===== src/rtl/fpmul_pipe.sv =====
// fpmul_pipe: three-stage pipelined floating-point multiplier.
//   Operands are {sign, exp[EXP_W], man[MAN_W]} with a hidden leading one.
//   exp==0 means zero (any mantissa). There are no inf/NaN encodings.
//   S1 multiplies, S2 normalises and rounds, S3 classifies and registers the result.
//   Each stage advances when it is empty or when the stage after it advances.
// Ports:
//   clk, rst                   clock, asynchronous active-high reset
//   in_valid/in_ready          operand handshake
//   in_a, in_b                 operands (W bits)
//   in_rnd                     0 = round-nearest-even, 1 = truncate
//   in_tag                     sideband tag, passed through unchanged
//   out_valid/out_ready        result handshake
//   out_p, out_tag             product and its tag
//   out_ovf, out_unf           saturated / flushed-to-zero flags (valid with out_valid)
module fpmul_pipe #(
  parameter  int EXP_W = 4,
  parameter  int MAN_W = 3,
  parameter  int TAG_W = 4,
  localparam int W     = EXP_W + MAN_W + 1
) (
  input  logic             clk,
  input  logic             rst,
  input  logic             in_valid,
  output logic             in_ready,
  input  logic [W-1:0]     in_a,
  input  logic [W-1:0]     in_b,
  input  logic             in_rnd,
  input  logic [TAG_W-1:0] in_tag,
  output logic             out_valid,
  input  logic             out_ready,
  output logic [W-1:0]     out_p,
  output logic [TAG_W-1:0] out_tag,
  output logic             out_ovf,
  output logic             out_unf
);

  localparam int STAGES = 3;
  localparam int EW     = EXP_W + 2;     // signed working exponent
  localparam int PW     = 2 * MAN_W + 2; // full significand product
  localparam int BIAS   = 2 ** (EXP_W - 1) - 1;

  localparam logic [EW-1:0]        BIAS_E = EW'(BIAS);
  localparam logic signed [EW-1:0] MAX_E  = EW'(2 ** EXP_W - 1);
  localparam logic signed [EW-1:0] MIN_E  = EW'(1);

  typedef struct packed {
    logic             sign;
    logic             zero;
    logic [EW-1:0]    exp;
    logic [PW-1:0]    prod;
    logic             rnd;
    logic [TAG_W-1:0] tag;
  } s1_t;

  typedef struct packed {
    logic             sign;
    logic             zero;
    logic [EW-1:0]    exp;
    logic [MAN_W-1:0] man;
    logic [TAG_W-1:0] tag;
  } s2_t;

  logic [STAGES:1] vld_pipe;
  logic            adv1, adv2, adv3;
  s1_t             s1_d, s1_q;
  s2_t             s2_d, s2_q;

  // ---------------- flow control ----------------
  assign adv3      = !vld_pipe[3] || out_ready;
  assign adv2      = !vld_pipe[2] || adv3;
  assign adv1      = !vld_pipe[1] || adv2;
  assign in_ready  = !rst && adv1;
  assign out_valid = vld_pipe[3];

  // ---------------- S1: multiply ----------------
  logic [EXP_W-1:0] ea, eb;
  logic [MAN_W-1:0] ma, mb;

  always_comb begin
    ea        = in_a[W-2:MAN_W];
    eb        = in_b[W-2:MAN_W];
    ma        = in_a[MAN_W-1:0];
    mb        = in_b[MAN_W-1:0];
    s1_d.sign = in_a[W-1] ^ in_b[W-1];
    s1_d.zero = (ea == '0) || (eb == '0);
    // Two's complement in EW bits; range always fits for EXP_W >= 3.
    s1_d.exp  = {2'b00, ea} + {2'b00, eb} - BIAS_E;
    s1_d.prod = PW'({1'b1, ma}) * PW'({1'b1, mb});
    s1_d.rnd  = in_rnd;
    s1_d.tag  = in_tag;
  end

  // ---------------- S2: normalise and round ----------------
  logic [2*MAN_W:0]  frac;   // bits below the leading one
  logic [EW-1:0]     nexp;
  logic [MAN_W-1:0]  man_t;
  logic              guard, sticky, inc;
  logic [MAN_W:0]    man_sum;

  always_comb begin
    // Product lies in [1,4). When the MSB is set the bit shifted out on the
    // right lands in the lowest frac position so it still feeds sticky.
    if (s1_q.prod[PW-1]) begin
      frac = s1_q.prod[PW-2:0];
      nexp = s1_q.exp + EW'(1);
    end else begin
      frac = {s1_q.prod[PW-3:0], 1'b0};
      nexp = s1_q.exp;
    end
    man_t   = frac[2*MAN_W:MAN_W+1];
    guard   = frac[MAN_W];
    sticky  = |frac[MAN_W-1:0];
    inc     = !s1_q.rnd && guard && (sticky || man_t[0]);
    man_sum = {1'b0, man_t} + {{MAN_W{1'b0}}, inc};

    s2_d.sign = s1_q.sign;
    s2_d.zero = s1_q.zero;
    s2_d.tag  = s1_q.tag;
    s2_d.man  = man_sum[MAN_W-1:0];  // wraps to 0 on carry out
    s2_d.exp  = man_sum[MAN_W] ? nexp + EW'(1) : nexp;
  end

  // ---------------- S3: classify ----------------
  logic [W-1:0] p_d;
  logic         ovf_d, unf_d;

  always_comb begin
    p_d   = {s2_q.sign, {(W-1){1'b0}}};
    ovf_d = 1'b0;
    unf_d = 1'b0;
    if (s2_q.zero) begin
      p_d = {s2_q.sign, {(W-1){1'b0}}};
    end else if ($signed(s2_q.exp) > MAX_E) begin
      p_d   = {s2_q.sign, {(W-1){1'b1}}};
      ovf_d = 1'b1;
    end else if ($signed(s2_q.exp) < MIN_E) begin
      unf_d = 1'b1;
    end else begin
      p_d = {s2_q.sign, s2_q.exp[EXP_W-1:0], s2_q.man};
    end
  end

  // ---------------- pipeline registers ----------------
  always_ff @(posedge clk or posedge rst) begin
    if (rst) begin
      vld_pipe <= '0;
      s1_q     <= '0;
      s2_q     <= '0;
      out_p    <= '0;
      out_tag  <= '0;
      out_ovf  <= 1'b0;
      out_unf  <= 1'b0;
    end else begin
      if (adv1) begin
        vld_pipe[1] <= in_valid;
        if (in_valid) s1_q <= s1_d;
      end
      if (adv2) begin
        vld_pipe[2] <= vld_pipe[1];
        if (vld_pipe[1]) s2_q <= s2_d;
      end
      if (adv3) begin
        vld_pipe[3] <= vld_pipe[2];
        if (vld_pipe[2]) begin
          out_p   <= p_d;
          out_tag <= s2_q.tag;
          out_ovf <= ovf_d;
          out_unf <= unf_d;
        end
      end
    end
  end

endmodule


===== config.mk =====
export PLATFORM = sky130hd
export DESIGN_NAME = fpmul_pipe
export DESIGN_NICKNAME = d
export VERILOG_FILES = /design/src/rtl/fpmul_pipe.sv
export SDC_FILE = /design/constraint.sdc
export NUM_CORES = 1
export LEC_CHECK = 0
export CORE_ASPECT_RATIO = 0.9
export CORE_UTILIZATION = 23
export CTS_CLUSTER_SIZE = 8
export DETAILED_ROUTE_END_ITERATION = 7
export PLACE_DENSITY = 0.5
export SETUP_SLACK_MARGIN = 0.3
export SLEW_MARGIN = 20
export SYNTH_ARGS = -nofsm -noshare
export SYNTH_HDL_FRONTEND = slang
export SYNTH_SLANG_ARGS = --single-unit

===== constraint.sdc =====
create_clock -name clk -period 2.28 [get_ports clk]
set_clock_uncertainty 0.1 [all_clocks]
set_input_delay 0.342 -clock clk [delete_from_list [all_inputs] [get_ports clk]]
set_output_delay 0.342 -clock clk [all_outputs]
set_load 0.1 [all_outputs]

==> metrics.md <==
| Metric | Value |
|---|---|
| Pins over their slew limit | 0 |
| Via density per instance | 4.28 |
| Clk_lat worst skew | 0.28 ns |
| Ant diodes | 0 |
| DR iter-0 viols | 69 |
| Final worst slack | -0.225 ns |
| Synth Cell Area | 2970 µm² |
| Setup crit start kind | input port |
| Pin count of the biggest net entering global routing | 54 |
| Worst EP required | 2.35 ns |
| Most common cell in the netlist | dfrtp_1 |
| I/O Pins | 41 |
| DRC viols | 0 |
| Layout cells sized above 1 | 28.7% |
| RSZ-0062 raised after global routing | yes |
| Post-synth EDFFs | 0 |
| Vias | 2027 |
| Data arrival time of the worst path | 2.58 ns |
| Outcome | finished with violations |
| VDD IR max | 0.315 mV |
| Die width | 122 µm |
| Placer congestion estimate | 0.714 |
| Port Buf Inserts | 40 |
| DR WL/cell | 11.5 µm |
| Nets@finish | 365 |
| Distinct cells, synth | 45 |
| Initial DRT Pass Iterations | 4 |
| YS warnings | 0 |
| Clock tree sinks | 53 |
| Vias in the first global route | 2088 |
| Max Freq | 399 MHz |
| CP Buf/Inv Count | 1 |
| CTS tree | done |
| CTS root buf | clkbuf_16 |
| Crit path kind | input port to register |
| Failing checks | setup timing |
| Final wirelength | 5440 µm |
| H-tree Lvls | 2 |
| Slew headroom | 56.2% |
| Min Tclk post-route | 2.50 ns |
| First-pass GRT wire length | 9490 µm |
| Critical Path Fanout Max | 2 |
| Initial Utilization | 24.1% |
| Pwr dens | 1060 nW/µm² |
| Ys flop type | dfrtp_1 |
| LEAKAGE | 1.72 nW |
| #FFs+latches synth | 53 |
| Final period util | 110% |
| Total CTS buffers | 5 |
| Initial antenna violation count | 0 |
| Die ar. | 13400 µm² |
| Post-Syn Instances | 258 |
| # Max-Cap Violations | 0 |
| Hold Violations, Final | 0 |
| Mapped Avg Cell Area | 11.5 µm² |
| Rows | 38 |
| Worst hold slack | 0.381 ns |
| Top Family by Delay on Critical Path | adder cells |
| Pre-CTS setup slack | -0.861 ns |
| Core Footprint | 12300 µm² |
| Yosys top cell area share | 44.7% |
| Area leader, netlist | dfrtp_1 |
| Area Overhead vs Synth | 29.1% |
| CP Cell Sequence | buf_6 -> and2_4 -> fa_1 -> fa_1 -> ha_1 -> a21o_1 -> a21oi_2 -> o21bai_1 -> mux2i_1 -> nand2_1 |
| Slowest-stage cell, CP | fa_1 |
| GR Overflow Total | 0 |
| CP max stage delay | 0.60 ns |
| Max Buffers Root-to-Sink | 2 |
| Antenna-violating nets left | 0 |
| Crit end category | register |
| Endpoints failing setup | 4 |
| Fraction of registers with async set/reset | 100% |
| Seq/Total Area, Yosys | 44.7% |
| Worst slew pin tran | 0.658 ns |
| Top post-synthesis cells by count | 53 x dfrtp_1, 26 x mux2_2, 25 x nand2_1 |
| Largest cells by area after synthesis | dfrtp_1 45%, mux2_2 9.9%, ha_1 8.9% |
| HPWL after DPL | 4150 µm |
| Hold-fix buffers, CTS | 0 |
| All-Layer GR Usage | 8.82% |
| Clk slew on worst S/H paths | 0.06 ns |
| Height of the die | 110 µm |
| Crit path top cell by count | fa_1 |
| Worst hold-check path type | register to register |
| Post-Syn Nets | 310 |
-- what timing repair did --
item                       in CTS  in global routing
pin swaps                      10                  8
gates resized for setup        25                  8
setup endpoints to repair       9                 19
setup buffers                   0                  0
-- metrics by stage --
step	setup TNS (ns)	area (µm²)	instances	total power [mW]	utilization, %
floorplan	-1.00	2980	258	2.92	-
global placement	-3.79	3640	466	3.34	29.5
detailed placement	-3.95	3640	466	3.37	29.5
CTS	-0.520	3790	474	4.12	30.8
global route	-0.912	3830	474	4.33	31.1
finish	-0.513	3830	474	4.08	31.1
-- registers in the layout, summed over array words and instances (netlist names) --
| signal | cells |
|---|---|
| vld_pipe | 3 |
| out_p | 8 |
| out_tag | 4 |
| out_unf | 1 |
| s1_q | 21 |
| out_ovf | 1 |
| s2_q | 15 |
-- worst paths after layout --
kind | startpoint | end | slack, ns | depth (start not counted)
worst max-delay path | in_a[1] | s1_q[12] | -0.22 | 10
worst min-delay path | out_unf | out_unf | 0.38 | 2
worst max register to register | s1_q[12] | s2_q[11] | 0.27 | 6
worst min register to register | out_unf | out_unf | 0.38 | 2
max in group asynchronous | rst | vld_pipe[3] | 1.04 | 3
min in group asynchronous | rst | out_tag[1] | 0.58 | 3
-- area by class of cell --
type / instances / area (µm²)
Fill cell: 1274 / 8490
Timing Repair Buffer: 57 / 510
Tap cell: 160 / 200
Inverter: 12 / 48.8
Sequential cell: 53 / 1330
Clock buffer: 7 / 133
Multi-Input combinational cell: 184 / 1600
Clock inverter: 1 / 7.51
-- cells by family (layout without fill, tap and decap cells) --
family / count (synthesis) / in the layout / share of synthesized area, %
xor+xnor: 16 / 16 / 4.98
compound gates: 40 / 40 / 8.77
simple gates: 70 / 70 / 13.5
buf+inv: 21 / 77 / 3.42
fa+ha+maj: 27 / 27 / 12.9
mux: 31 / 31 / 11.7
flops: 53 / 53 / 44.7
-- cell usage in the layout, fill, tap and decap left out, types with 3 or more instances in the layout --
master,instances
nor4_1,4
clkdlybuf4s50_1,17
mux2_2,25
a221o_1,6
a21o_1,3
ha_1,19
o21ai_0,13
nand2_1,25
xnor2_1,7
dfrtp_1,52
nand2b_1,4
mux2i_1,4
nand4_1,3
and2_1,6
fa_1,4
xor2_1,7
nor3_1,3
nor2_1,8
a21oi_2,3
clkbuf_16,5
inv_1,11
o21ai_1,5
buf_4,31
-- per-layer routing --
| metal | track usage [%] | share of wire (%) | wire length, µm |
|---|---|---|---|
| met3 | 1.61 | 4.0 | 217 |
| met2 | 14.4 | 43 | 2320 |
| met5 | 0 | 0 | 0 |
| met4 | 2.38 | 1.0 | 55 |
| met1 | 12.0 | 52 | 2850 |
-- worst min-delay path, cell delays in order (launching register included) --
cell and delay [ns]:
dfrtp_1 0.34, nand2_1 0.05, o31ai_1 0.05
-- power breakdown --
group / internal [mW] / switching (mW)
clock: 0.408 / 0.311
sequential: 1.23 / 0.232
combinational: 0.646 / 1.25
No activity file was read; power rests on OpenSTA's default activity.
